===== src/rtl/pulse_int_pkg.sv =====
// Shared definitions for the pulse-integration sequencer.
//   - state encoding for the sequencer FSM
//   - default index width and the runtime configuration struct
//   - cfg_valid(): legality check applied whenever a config is taken
package pulse_int_pkg;

  localparam int IDX_W_DEF = 16;

  // Sequencer states (plain constants so legacy code can match on the codes)
  typedef logic [1:0] state_t;
  localparam state_t ST_IDLE    = 2'd0;
  localparam state_t ST_ARMED   = 2'd1;
  localparam state_t ST_CAPTURE = 2'd2;
  localparam state_t ST_GAP     = 2'd3;

  // Field widths follow IDX_W_DEF; instances must keep IDX_W equal to it.
  typedef struct packed {
    logic [IDX_W_DEF-1:0] n_pulses;
    logic [IDX_W_DEF-1:0] n_samples;
    logic [IDX_W_DEF-1:0] start_idx;
    logic [IDX_W_DEF-1:0] end_idx;
  } cfg_t;

  // At least one pulse and one sample, and a non-empty window inside the pulse.
  function automatic logic cfg_valid(input cfg_t c);
    return (c.n_pulses != '0) && (c.n_samples != '0) &&
           (c.start_idx <= c.end_idx) && (c.end_idx < c.n_samples);
  endfunction

endpackage


===== src/rtl/pulse_int_sched_if.sv =====
// Accumulator-FIFO strobe bundle driven by the sequencer.
//   acc_wr_en  : write summed/raw sample into the accumulator FIFO
//   acc_rd_en  : pop the previous partial sum
//   acc_bypass : first pulse of frame, write raw sample without adding
//   out_valid  : final-pulse sample inside the window, emit the sum
// master = sequencer side, slave = accumulator/datapath side.
interface pulse_int_sched_if;
  logic acc_wr_en;
  logic acc_rd_en;
  logic acc_bypass;
  logic out_valid;

  modport master (output acc_wr_en, acc_rd_en, acc_bypass, out_valid);
  modport slave  (input  acc_wr_en, acc_rd_en, acc_bypass, out_valid);
endinterface


===== src/rtl/pulse_int_cfg_shadow.sv =====
// Configuration shadow for the pulse-integration sequencer.
// Holds the active config, latches update requests until a frame boundary,
// validates every config before it is taken, and keeps the sticky err_cfg.
// Ports:
//   aclk, aresetn : clock, synchronous active-low reset
//   cfg_in        : live configuration inputs
//   cfg_update    : strobe, request that cfg_in be taken at next boundary
//   idle_req      : sequencer leaving IDLE this cycle (load unconditionally)
//   frame_end     : last sample of a frame accepted this cycle
//   shadow        : active configuration
//   in_ok         : cfg_in is currently legal
//   err_cfg       : sticky, a config was rejected
//   err_clr       : a legal cfg_update arrived; clears sticky errors
module pulse_int_cfg_shadow
  import pulse_int_pkg::*;
(
  input  logic aclk,
  input  logic aresetn,
  input  cfg_t cfg_in,
  input  logic cfg_update,
  input  logic idle_req,
  input  logic frame_end,
  output cfg_t shadow,
  output logic in_ok,
  output logic err_cfg,
  output logic err_clr
);

  logic update_pending;
  logic take_idle;
  logic take_frame;
  logic reject;

  assign in_ok      = cfg_valid(cfg_in);
  assign err_clr    = cfg_update & in_ok;
  assign take_idle  = idle_req;
  assign take_frame = frame_end & update_pending;
  // A bad config at IDLE exit keeps the sequencer in IDLE; at a frame
  // boundary the old shadow stays in force.
  assign reject     = (take_idle | take_frame) & ~in_ok;

  always_ff @(posedge aclk) begin
    if (!aresetn) begin
      shadow         <= '0;
      update_pending <= 1'b0;
      err_cfg        <= 1'b0;
    end else begin
      if ((take_idle | take_frame) && in_ok)
        shadow <= cfg_in;

      // A fresh request wins over consumption in the same cycle.
      if (cfg_update)
        update_pending <= 1'b1;
      else if (take_frame || (take_idle && in_ok))
        update_pending <= 1'b0;

      if (reject)
        err_cfg <= 1'b1;
      else if (err_clr)
        err_cfg <= 1'b0;
    end
  end

endmodule


===== src/rtl/pulse_int_sched.sv =====
// Pulse-integration sequencer. Aligns the ADC sample stream to the pulse
// trigger, counts samples per pulse and pulses per frame, and drives the
// accumulator FIFO strobes with zero latency to the sample.
// Ports:
//   aclk, aresetn      : clock, synchronous active-low reset
//   enable             : run request (level); dropping it finishes the frame
//   abort              : strobe, discard current frame and return to IDLE
//   trigger            : pulse-start marker, rising edge used
//   s_axis_tvalid      : ADC sample valid (always accepted)
//   cfg_*              : runtime configuration, taken via the shadow
//   cfg_update         : strobe, request new configuration
//   acc                : accumulator strobe bundle (master)
//   sample_idx         : index of next sample within the pulse
//   pulse_idx          : index of current pulse within the frame
//   frame_done         : one-cycle pulse after the last sample of a frame
//   frame_count        : completed frames, wraps
//   busy               : sequencer not IDLE
//   err_late_trig      : sticky, trigger edge seen during CAPTURE
//   err_cfg            : sticky, a configuration was rejected
// With n_pulses==1 there is no read-back, so out_valid never asserts.
module pulse_int_sched
  import pulse_int_pkg::*;
#(
  parameter int IDX_W       = IDX_W_DEF,
  parameter int FRAME_CNT_W = 32
) (
  input  logic                   aclk,
  input  logic                   aresetn,
  input  logic                   enable,
  input  logic                   abort,
  input  logic                   trigger,
  input  logic                   s_axis_tvalid,
  input  logic [IDX_W-1:0]       cfg_n_pulses,
  input  logic [IDX_W-1:0]       cfg_n_samples,
  input  logic [IDX_W-1:0]       cfg_start_index,
  input  logic [IDX_W-1:0]       cfg_end_index,
  input  logic                   cfg_update,
  pulse_int_sched_if.master      acc,
  output logic [IDX_W-1:0]       sample_idx,
  output logic [IDX_W-1:0]       pulse_idx,
  output logic                   frame_done,
  output logic [FRAME_CNT_W-1:0] frame_count,
  output logic                   busy,
  output logic                   err_late_trig,
  output logic                   err_cfg
);

  state_t state;
  logic   trig_q;
  logic   trig_edge;
  cfg_t   cfg_in;
  cfg_t   shadow;
  logic   in_ok;
  logic   err_clr;
  logic   idle_req;
  logic   capture;
  logic   last_sample;
  logic   last_pulse;
  logic   frame_end;

  assign trig_edge   = trigger & ~trig_q;
  assign capture     = (state == ST_CAPTURE);
  assign last_sample = (sample_idx == shadow.n_samples - IDX_W'(1));
  assign last_pulse  = (pulse_idx == shadow.n_pulses - IDX_W'(1));
  assign idle_req    = (state == ST_IDLE) & enable & ~abort;
  assign frame_end   = capture & s_axis_tvalid & last_sample & last_pulse & ~abort;
  assign busy        = (state != ST_IDLE);

  assign cfg_in = '{n_pulses:  cfg_n_pulses,
                    n_samples: cfg_n_samples,
                    start_idx: cfg_start_index,
                    end_idx:   cfg_end_index};

  pulse_int_cfg_shadow u_cfg_shadow (
    .aclk       (aclk),
    .aresetn    (aresetn),
    .cfg_in     (cfg_in),
    .cfg_update (cfg_update),
    .idle_req   (idle_req),
    .frame_end  (frame_end),
    .shadow     (shadow),
    .in_ok      (in_ok),
    .err_cfg    (err_cfg),
    .err_clr    (err_clr)
  );

  // Strobes follow the sample in the same cycle.
  assign acc.acc_wr_en  = s_axis_tvalid & capture;
  assign acc.acc_bypass = acc.acc_wr_en & (pulse_idx == '0);
  assign acc.acc_rd_en  = acc.acc_wr_en & (pulse_idx != '0);
  assign acc.out_valid  = acc.acc_rd_en & last_pulse &
                          (sample_idx >= shadow.start_idx) &
                          (sample_idx <= shadow.end_idx);

  always_ff @(posedge aclk) begin
    if (!aresetn) begin
      state         <= ST_IDLE;
      trig_q        <= 1'b0;
      sample_idx    <= '0;
      pulse_idx     <= '0;
      frame_done    <= 1'b0;
      frame_count   <= '0;
      err_late_trig <= 1'b0;
    end else begin
      trig_q     <= trigger;
      frame_done <= 1'b0;
      if (err_clr)
        err_late_trig <= 1'b0;

      if (abort) begin
        state      <= ST_IDLE;
        sample_idx <= '0;
        pulse_idx  <= '0;
      end else begin
        case (state)
          ST_IDLE: begin
            if (enable && in_ok)
              state <= ST_ARMED;
          end
          ST_ARMED: begin
            // Nothing has been captured yet, so a dropped enable just disarms.
            if (trig_edge) begin
              state      <= ST_CAPTURE;
              sample_idx <= '0;
              pulse_idx  <= '0;
            end else if (!enable) begin
              state <= ST_IDLE;
            end
          end
          ST_CAPTURE: begin
            // A late edge is flagged but does not restart the pulse.
            if (trig_edge)
              err_late_trig <= 1'b1;
            if (s_axis_tvalid) begin
              if (last_sample) begin
                sample_idx <= '0;
                if (last_pulse) begin
                  pulse_idx   <= '0;
                  frame_done  <= 1'b1;
                  frame_count <= frame_count + FRAME_CNT_W'(1);
                  state       <= enable ? ST_GAP : ST_IDLE;
                end else begin
                  pulse_idx <= pulse_idx + IDX_W'(1);
                  state     <= ST_GAP;
                end
              end else begin
                sample_idx <= sample_idx + IDX_W'(1);
              end
            end
          end
          ST_GAP: begin
            // Mid-frame the gap waits for the next pulse regardless of enable.
            if (trig_edge)
              state <= ST_CAPTURE;
            else if (!enable && pulse_idx == '0)
              state <= ST_IDLE;
          end
          default: state <= ST_IDLE;
        endcase
      end
    end
  end

endmodule


===== src/flat_wrapper.sv =====
// flat-port wrapper written by rule: the top's interface ports become plain ports
module pulse_int_sched_flat import pulse_int_pkg::*;
#(
  parameter int IDX_W       = IDX_W_DEF,
  parameter int FRAME_CNT_W = 32
)
  (aclk, aresetn, enable, abort, trigger, s_axis_tvalid, cfg_n_pulses, cfg_n_samples, cfg_start_index, cfg_end_index, cfg_update, sample_idx, pulse_idx, frame_done, frame_count, busy, err_late_trig, err_cfg, acc_acc_wr_en, acc_acc_rd_en, acc_acc_bypass, acc_out_valid);
  pulse_int_sched_if acc_i ();
  input  logic aclk;
  input  logic aresetn;
  input  logic enable;
  input  logic abort;
  input  logic trigger;
  input  logic s_axis_tvalid;
  input  logic [IDX_W-1:0] cfg_n_pulses;
  input  logic [IDX_W-1:0] cfg_n_samples;
  input  logic [IDX_W-1:0] cfg_start_index;
  input  logic [IDX_W-1:0] cfg_end_index;
  input  logic cfg_update;
  output logic [IDX_W-1:0] sample_idx;
  output logic [IDX_W-1:0] pulse_idx;
  output logic frame_done;
  output logic [FRAME_CNT_W-1:0] frame_count;
  output logic busy;
  output logic err_late_trig;
  output logic err_cfg;
  output wire logic [$bits(acc_i.acc_wr_en)-1:0] acc_acc_wr_en;
  output wire logic [$bits(acc_i.acc_rd_en)-1:0] acc_acc_rd_en;
  output wire logic [$bits(acc_i.acc_bypass)-1:0] acc_acc_bypass;
  output wire logic [$bits(acc_i.out_valid)-1:0] acc_out_valid;
  assign acc_acc_wr_en = acc_i.acc_wr_en;
  assign acc_acc_rd_en = acc_i.acc_rd_en;
  assign acc_acc_bypass = acc_i.acc_bypass;
  assign acc_out_valid = acc_i.out_valid;
  pulse_int_sched #(.IDX_W(IDX_W), .FRAME_CNT_W(FRAME_CNT_W)) u_core (.aclk(aclk), .aresetn(aresetn), .enable(enable), .abort(abort), .trigger(trigger), .s_axis_tvalid(s_axis_tvalid), .cfg_n_pulses(cfg_n_pulses), .cfg_n_samples(cfg_n_samples), .cfg_start_index(cfg_start_index), .cfg_end_index(cfg_end_index), .cfg_update(cfg_update), .acc(acc_i), .sample_idx(sample_idx), .pulse_idx(pulse_idx), .frame_done(frame_done), .frame_count(frame_count), .busy(busy), .err_late_trig(err_late_trig), .err_cfg(err_cfg));
endmodule

===== config.mk =====
export PLATFORM = sky130hd
export DESIGN_NAME = pulse_int_sched_flat
export DESIGN_NICKNAME = d
export VERILOG_FILES = /design/src/rtl/pulse_int_pkg.sv /design/src/rtl/pulse_int_sched_if.sv /design/src/rtl/pulse_int_cfg_shadow.sv /design/src/rtl/pulse_int_sched.sv /design/src/flat_wrapper.sv
export SDC_FILE = /design/constraint.sdc
export NUM_CORES = 1
export LEC_CHECK = 0
export CAP_MARGIN = 40
export CELL_PAD_IN_SITES_DETAIL_PLACEMENT = 1
export CELL_PAD_IN_SITES_GLOBAL_PLACEMENT = 2
export CORE_ASPECT_RATIO = 2
export CORE_UTILIZATION = 33
export DETAILED_ROUTE_END_ITERATION = 7
export MAX_ROUTING_LAYER = met4
export PLACE_DENSITY_LB_ADDON = 0.1
export SLEW_MARGIN = 20
export SYNTH_ARGS = -nofsm -noshare
export SYNTH_HDL_FRONTEND = slang
export SYNTH_SLANG_ARGS = --single-unit

===== constraint.sdc =====
create_clock -name aclk -period 4.47 [get_ports aclk]
set_input_delay 1.341 -clock aclk [delete_from_list [all_inputs] [get_ports aclk]]
set_output_delay 1.341 -clock aclk [all_outputs]
set_load 0.02 [all_outputs]

Word-level counts from Yosys, hierarchy flattened --
Index checks and enable logic that the tools add are counted.
Operators by class: add/sub/neg operators 5, equality and inequality tests 11, reductions and logical operators 24, $lt $le $gt $ge 4, multiplexer cells 27, bitwise gates (word level) 23
Operator list (count):
- 16-bit 2-to-1 mux | 6
- 16-bit case mux with 2 select lines | 2
- 16-bit nonzero test | 3
- 16-bit by 1-bit adder with 16-bit output (second input constant) | 2
- 32-bit by 1-bit adder with 32-bit output (second input constant) | 1
- 16-bit == test | 2
- 16-bit less-or-equal comparator | 2
- 16-bit by 1-bit subtractor with 16-bit output (second input constant) | 2
- 2-bit 2-to-1 mux | 9
- 16-bit greater-or-equal comparator | 1
- 16-bit zero test | 1
- 16-bit less-than comparator | 1
- 1-bit AND | 15
- 5-bit AND reduction | 2
- 1-bit 2-to-1 mux | 9
- 2-bit case mux with 4 select lines | 1
- 2-bit nonzero test | 4
- 1-bit logical AND | 7
- 1-bit NOT | 7
- 2-bit != test (second input constant) | 3
- 5-bit OR reduction | 1
- 2-bit == test (second input constant) | 2
- 4-bit AND reduction | 1
- 3-bit by 1-bit != test with 1-bit output (second input constant) | 1
- 9 further kinds | 9
Word-level totals: logic and storage cells 107, register bits after elaboration 135, output and inout bits 72, bits of input ports 71

Depth between registers and ports, before layout --
depth in word-level cells 9, mapped depth 14

Cells and area by module --
Synthesis repeated with hierarchy kept, for this count alone.
Second synthesis, totals: cells, all modules 1106, area, all modules 9008.6 um^2
By module, submodules not included:
- pulse_int_sched | instances 1, cells each 691, area each 5461.5 um^2
- pulse_int_cfg_shadow | instances 1, cells each 415, area each 3547.2 um^2

Least setup slack after synthesis --
No wires, ideal clock.
path type register -> output, start point register, netlist name u_core.u_cfg_shadow.shadow[48], end point output acc_out_valid, path slack -301 ps, data arrival time 3430 ps, stages on the path, launching flop included 10, buffers on the path 1, path through dfxtp_1 -> inv_1 -> ha_1 -> clkbuf_1 -> and2_1 -> o21ai_0 -> a31oi_1 -> or4_4 -> or4b_2 -> a2111oi_0
On the way: cells in the longest elaborated chain, start to end 5
RTL lines:
- 16-bit by 1-bit subtractor with 16-bit output | RTL line pulse_int_sched.sv:64 | assign last_pulse = (pulse_idx == shadow.n_pulses - IDX_W'(1));
- 16-bit == test | RTL line pulse_int_sched.sv:64
- 1-bit AND (2 in a row) | RTL line pulse_int_sched.sv:91 | assign acc.out_valid = acc.acc_rd_en & last_pulse &
- 1-bit AND | RTL line pulse_int_sched.sv:92 | (sample_idx >= shadow.start_idx) &
- end, declared | RTL line flat_wrapper.sv:30 | output wire logic [$bits(acc_i.out_valid)-1:0] acc_out_valid;
Every way passes these cells.

Worst setup path after layout --
start point register, netlist name u_core.u_cfg_shadow.shadow[48], end point output acc_out_valid
On the way: cells in the longest elaborated chain, start to end 5
RTL lines (RTL line):
- 16-bit by 1-bit subtractor with 16-bit output | pulse_int_sched.sv:64
- 16-bit == test | pulse_int_sched.sv:64
- 1-bit AND (2 in a row) | pulse_int_sched.sv:91
- 1-bit AND | pulse_int_sched.sv:92
Every way passes these cells.

==> summary.txt <==
Routing
  • DR WL/cell: around 21 µm
  • Detailed Routing Iterations Pass 1: 4
  • Drt first-iter violations: 415
  • DRC: 0
  • Vias post-DR: 11400
  • Post-DRT Antenna Nets: 0
  • Via density: 5.69
  • WL final: ~42 mm

CTS
  • Root Buffer: clkbuf_16
  • CTS clk-pin slew, worst paths: approximately 60 ps
  • CTS Hold Bufs: 0
  • CTS tree: built
  • Maximum root-to-sink buffer count: 2
  • Worst skew pair latency: 460 ps
  • CTS Buf Count: 17
  • TritonCTS Sinks: 135
  • CTS HTree Levels: 4

GRT
  • Initial antenna violation count: 1
  • Vias in the first global route: approximately 12000
  • Largest net degree at the start of global routing: roughly 150
  • Global-route wire length before repair: between 60 and 70 mm
  • Total grt overflow: 0
  • Total track usage: a little over a quarter

STA
  • Slew at the pin closest to its max-slew limit: 814 ps
  • Final Cycle Share: 100%
  • Clk_skew: 13.3 ps
  • Setup TNS Final: -12.5 ps
  • Unrepaired setup endpoints after global routing: true
  • Hold WS: around 460 ps
  • Final Hold Fails: 0
  • Fmax: between 200 and 250 MHz
  • Worst setup margin: -12.5 ps
  • Fin crit period: 4480 ps
  • Max-slew violations: 0
  • Slew headroom: 45.2%
  • Final number of setup-violating endpoints: 1

Worst hold path
  • Hold Crit Class: flip-flop to flip-flop
  • WHS Path Cells: 2
  • Min-delay src: u_core.u_cfg_shadow.err_cfg

Floorplan
  • Die Height: approximately 260 µm
  • Die Wd: about 130 µm
  • # rows: 92
  • Die Area: approximately 33000 µm²
  • Total core area: between 30000 and 40000 µm²
  • Starting Density: 33.7%
  • IO Pins: 143

Placement
  • Dpl hpwl: roughly 32 mm
  • Gp weighted congestion: ~0.86
  • Dpl cells: between 1500 and 2000
  • Placed cell area: 13500 µm²
  • Port buffer count: approximately 140

Critical path
  • RR Startpoint: u_core.u_cfg_shadow.shadow[33]
  • Worst Path Max Fanout: 6
  • Crit end category: primary output
  • CP startpoint kind: flip-flop
  • Arr. time, crit path: ~3100 ps
  • Setup crit start: u_core.u_cfg_shadow.shadow[48]
  • Req. time, crit path: approximately 3100 ps
  • Worst R2R Path Depth: 12
  • WS Path Type: flip-flop to primary output

Yosys
  • Post-synth EDFFs: 0
  • Yosys warnings: 0
  • Flops & latches, synth: approximately 140
  • Synthesized area: between 10000 and 15000 µm²
  • Synthesized instance count: between 1000 and 1500
  • Sequential fraction of the synthesis area: 25.3%
  • Synthesized area per cell: about 7.8 µm²
  • Syn Nets: about 1500
  • Ys flop type: dfxtp_1
  • Netlist cell types: 70
  • Async set-or-reset flop fraction in the synthesized netlist: 0%

Run
  • Max-Cap Viols: 0

Outcome
  • Status: finished with violations
  • Failing checks: setup timing

Layout
  • Most frequent cells in the layout: nand2_1 (183), buf_4 (146), clkdlybuf4s50_1 (140)
  • Post-Layout Cell Count: just over 2000
  • Share of post-route cells with drive strength above 1: 18.2%
  • Leading cell type in the layout, fill and taps excluded: nand2_1
  • Fill cells: 3847
  • Finished Cell Area: about 14000 µm²
  • Synthesis-to-layout area growth: 32.7%
  • # nets final: about 1700

Power
  • Leak pwr: 5.14 nW
  • Peak VDD IR: a little under 0.0003 V
  • Cell area power density: roughly 280 nW/µm²
-- cell type report --
type | count | area [µm²] | share of cell area (%)
Multi-Input combinational cell | 1035 | 7280 | 51.4
Sequential cell | 135 | 2710 | 19.1
Inverter | 91 | 342 | 2.41
Tap cell | 423 | 529 | 3.74
Antenna cell | 1 | 2.50 | 0.0177
Clock inverter | 14 | 200 | 1.41
Clock buffer | 18 | 429 | 3.03
Timing Repair Buffer | 295 | 2670 | 18.8
-- critical path: stages, from the launching register on --
cell and delay (ps):
dfxtp_4 360, nor3_1 390, and2_4 220, a21boi_1 50
or4_4 570, or4b_4 590, a2111oi_4 200, buf_4 180
buf_4 140
-- metrics by stage --
step                util [%]  setup WS (ps)  power (mW)
floorplan                  -            240        1.93
global placement        42.5           -296        2.38
detailed placement      42.5           -404        2.40
CTS                     44.7          -32.9        4.00
global route            44.7           -146        4.14
finish                  44.7          -12.5        3.96
-- power breakdown --
part | leakage, nW | internal, mW | total, mW | switching [mW]
clock | 0.297 | 0.938 | 1.56 | 0.618
sequential | 1.10 | 1.26 | 1.31 | 0.0497
combinational | 3.74 | 0.501 | 1.09 | 0.589
-- metal layers --
layer / global-route usage (%) / part of all wire [%]
met5: - / 0
met4: 13.0 / 4.5
met3: 3.05 / 2.2
met2: 53.1 / 57
met1: 26.1 / 36
-- cell families (layout without fill, tap and decap cells) --
logic type	after synthesis	after routing	synth area share, %
AND/OR/NAND/NOR	583	583	29.1
AO/OA/AOI/OAI	254	254	17.9
buffers and inverters	200	418	7.34
flip-flops	135	135	25.3
multiplexers	75	75	7.78
adder cells (fa/ha/maj)	69	69	8.09
XOR/XNOR	54	54	4.43
other	0	1	0
-- synthesized netlist by cell type, drive strengths merged (3+ instances only) --
cell type	number	area (µm²)
a41oi	4	35.0
and4	5	43.8
or4	76	574
xnor2	30	263
nor3b	5	42.5
a22oi	11	82.6
nand2b	30	188
mux2i	11	110
or4b	3	30.0
nor4	30	234
o41ai	21	184
dfxtp	135	2700
and3	10	62.6
o21a	6	45.0
o211ai	5	37.5
o311ai	84	736
a211oi	7	52.6
a21oi	33	169
a211o	3	26.3
inv	91	342
o21ai	27	135
buf	13	81.3
or3	8	50.1
or2	6	37.5
nand2	183	687
nor3	20	105
nor2b	10	62.6
mux2	64	721
a21o	13	97.6
nand3	104	521
a31oi	10	62.6
clkbuf	96	360
nor2	54	203
and2	4	25.0
o31ai	13	97.6
nand4	29	188
ha	69	863
xor2	24	210
-- sequential cells by signal (all words and copies together) (netlist names) --
| register | cells |
|---|---|
| u_core.err_late_trig | 1 |
| u_core.frame_count | 32 |
| u_core.frame_done | 1 |
| u_core.pulse_idx | 16 |
| u_core.sample_idx | 16 |
| u_core.state | 2 |
| u_core.trig_q | 1 |
| u_core.u_cfg_shadow.err_cfg | 1 |
| u_core.u_cfg_shadow.shadow | 64 |
| u_core.u_cfg_shadow.update_pending | 1 |
-- path summary, 6_finish.rpt --
path	end	slack [ps]
worst max register to register	u_core.u_cfg_shadow.shadow[13]	630
worst min-delay path	u_core.u_cfg_shadow.err_cfg	460
worst max-delay path	acc_out_valid	-10
worst min register to register	u_core.u_cfg_shadow.err_cfg	460
-- repair_timing --
action                                  CTS  global route
endpoints found under the setup margin    1             1
gates cloned                              0             0
buffers inserted                          2             0
pin swaps                                 6             0
resized for setup                        22             1
hold endpoints to repair                  0             0
Power figures use the tool's default switching activity.
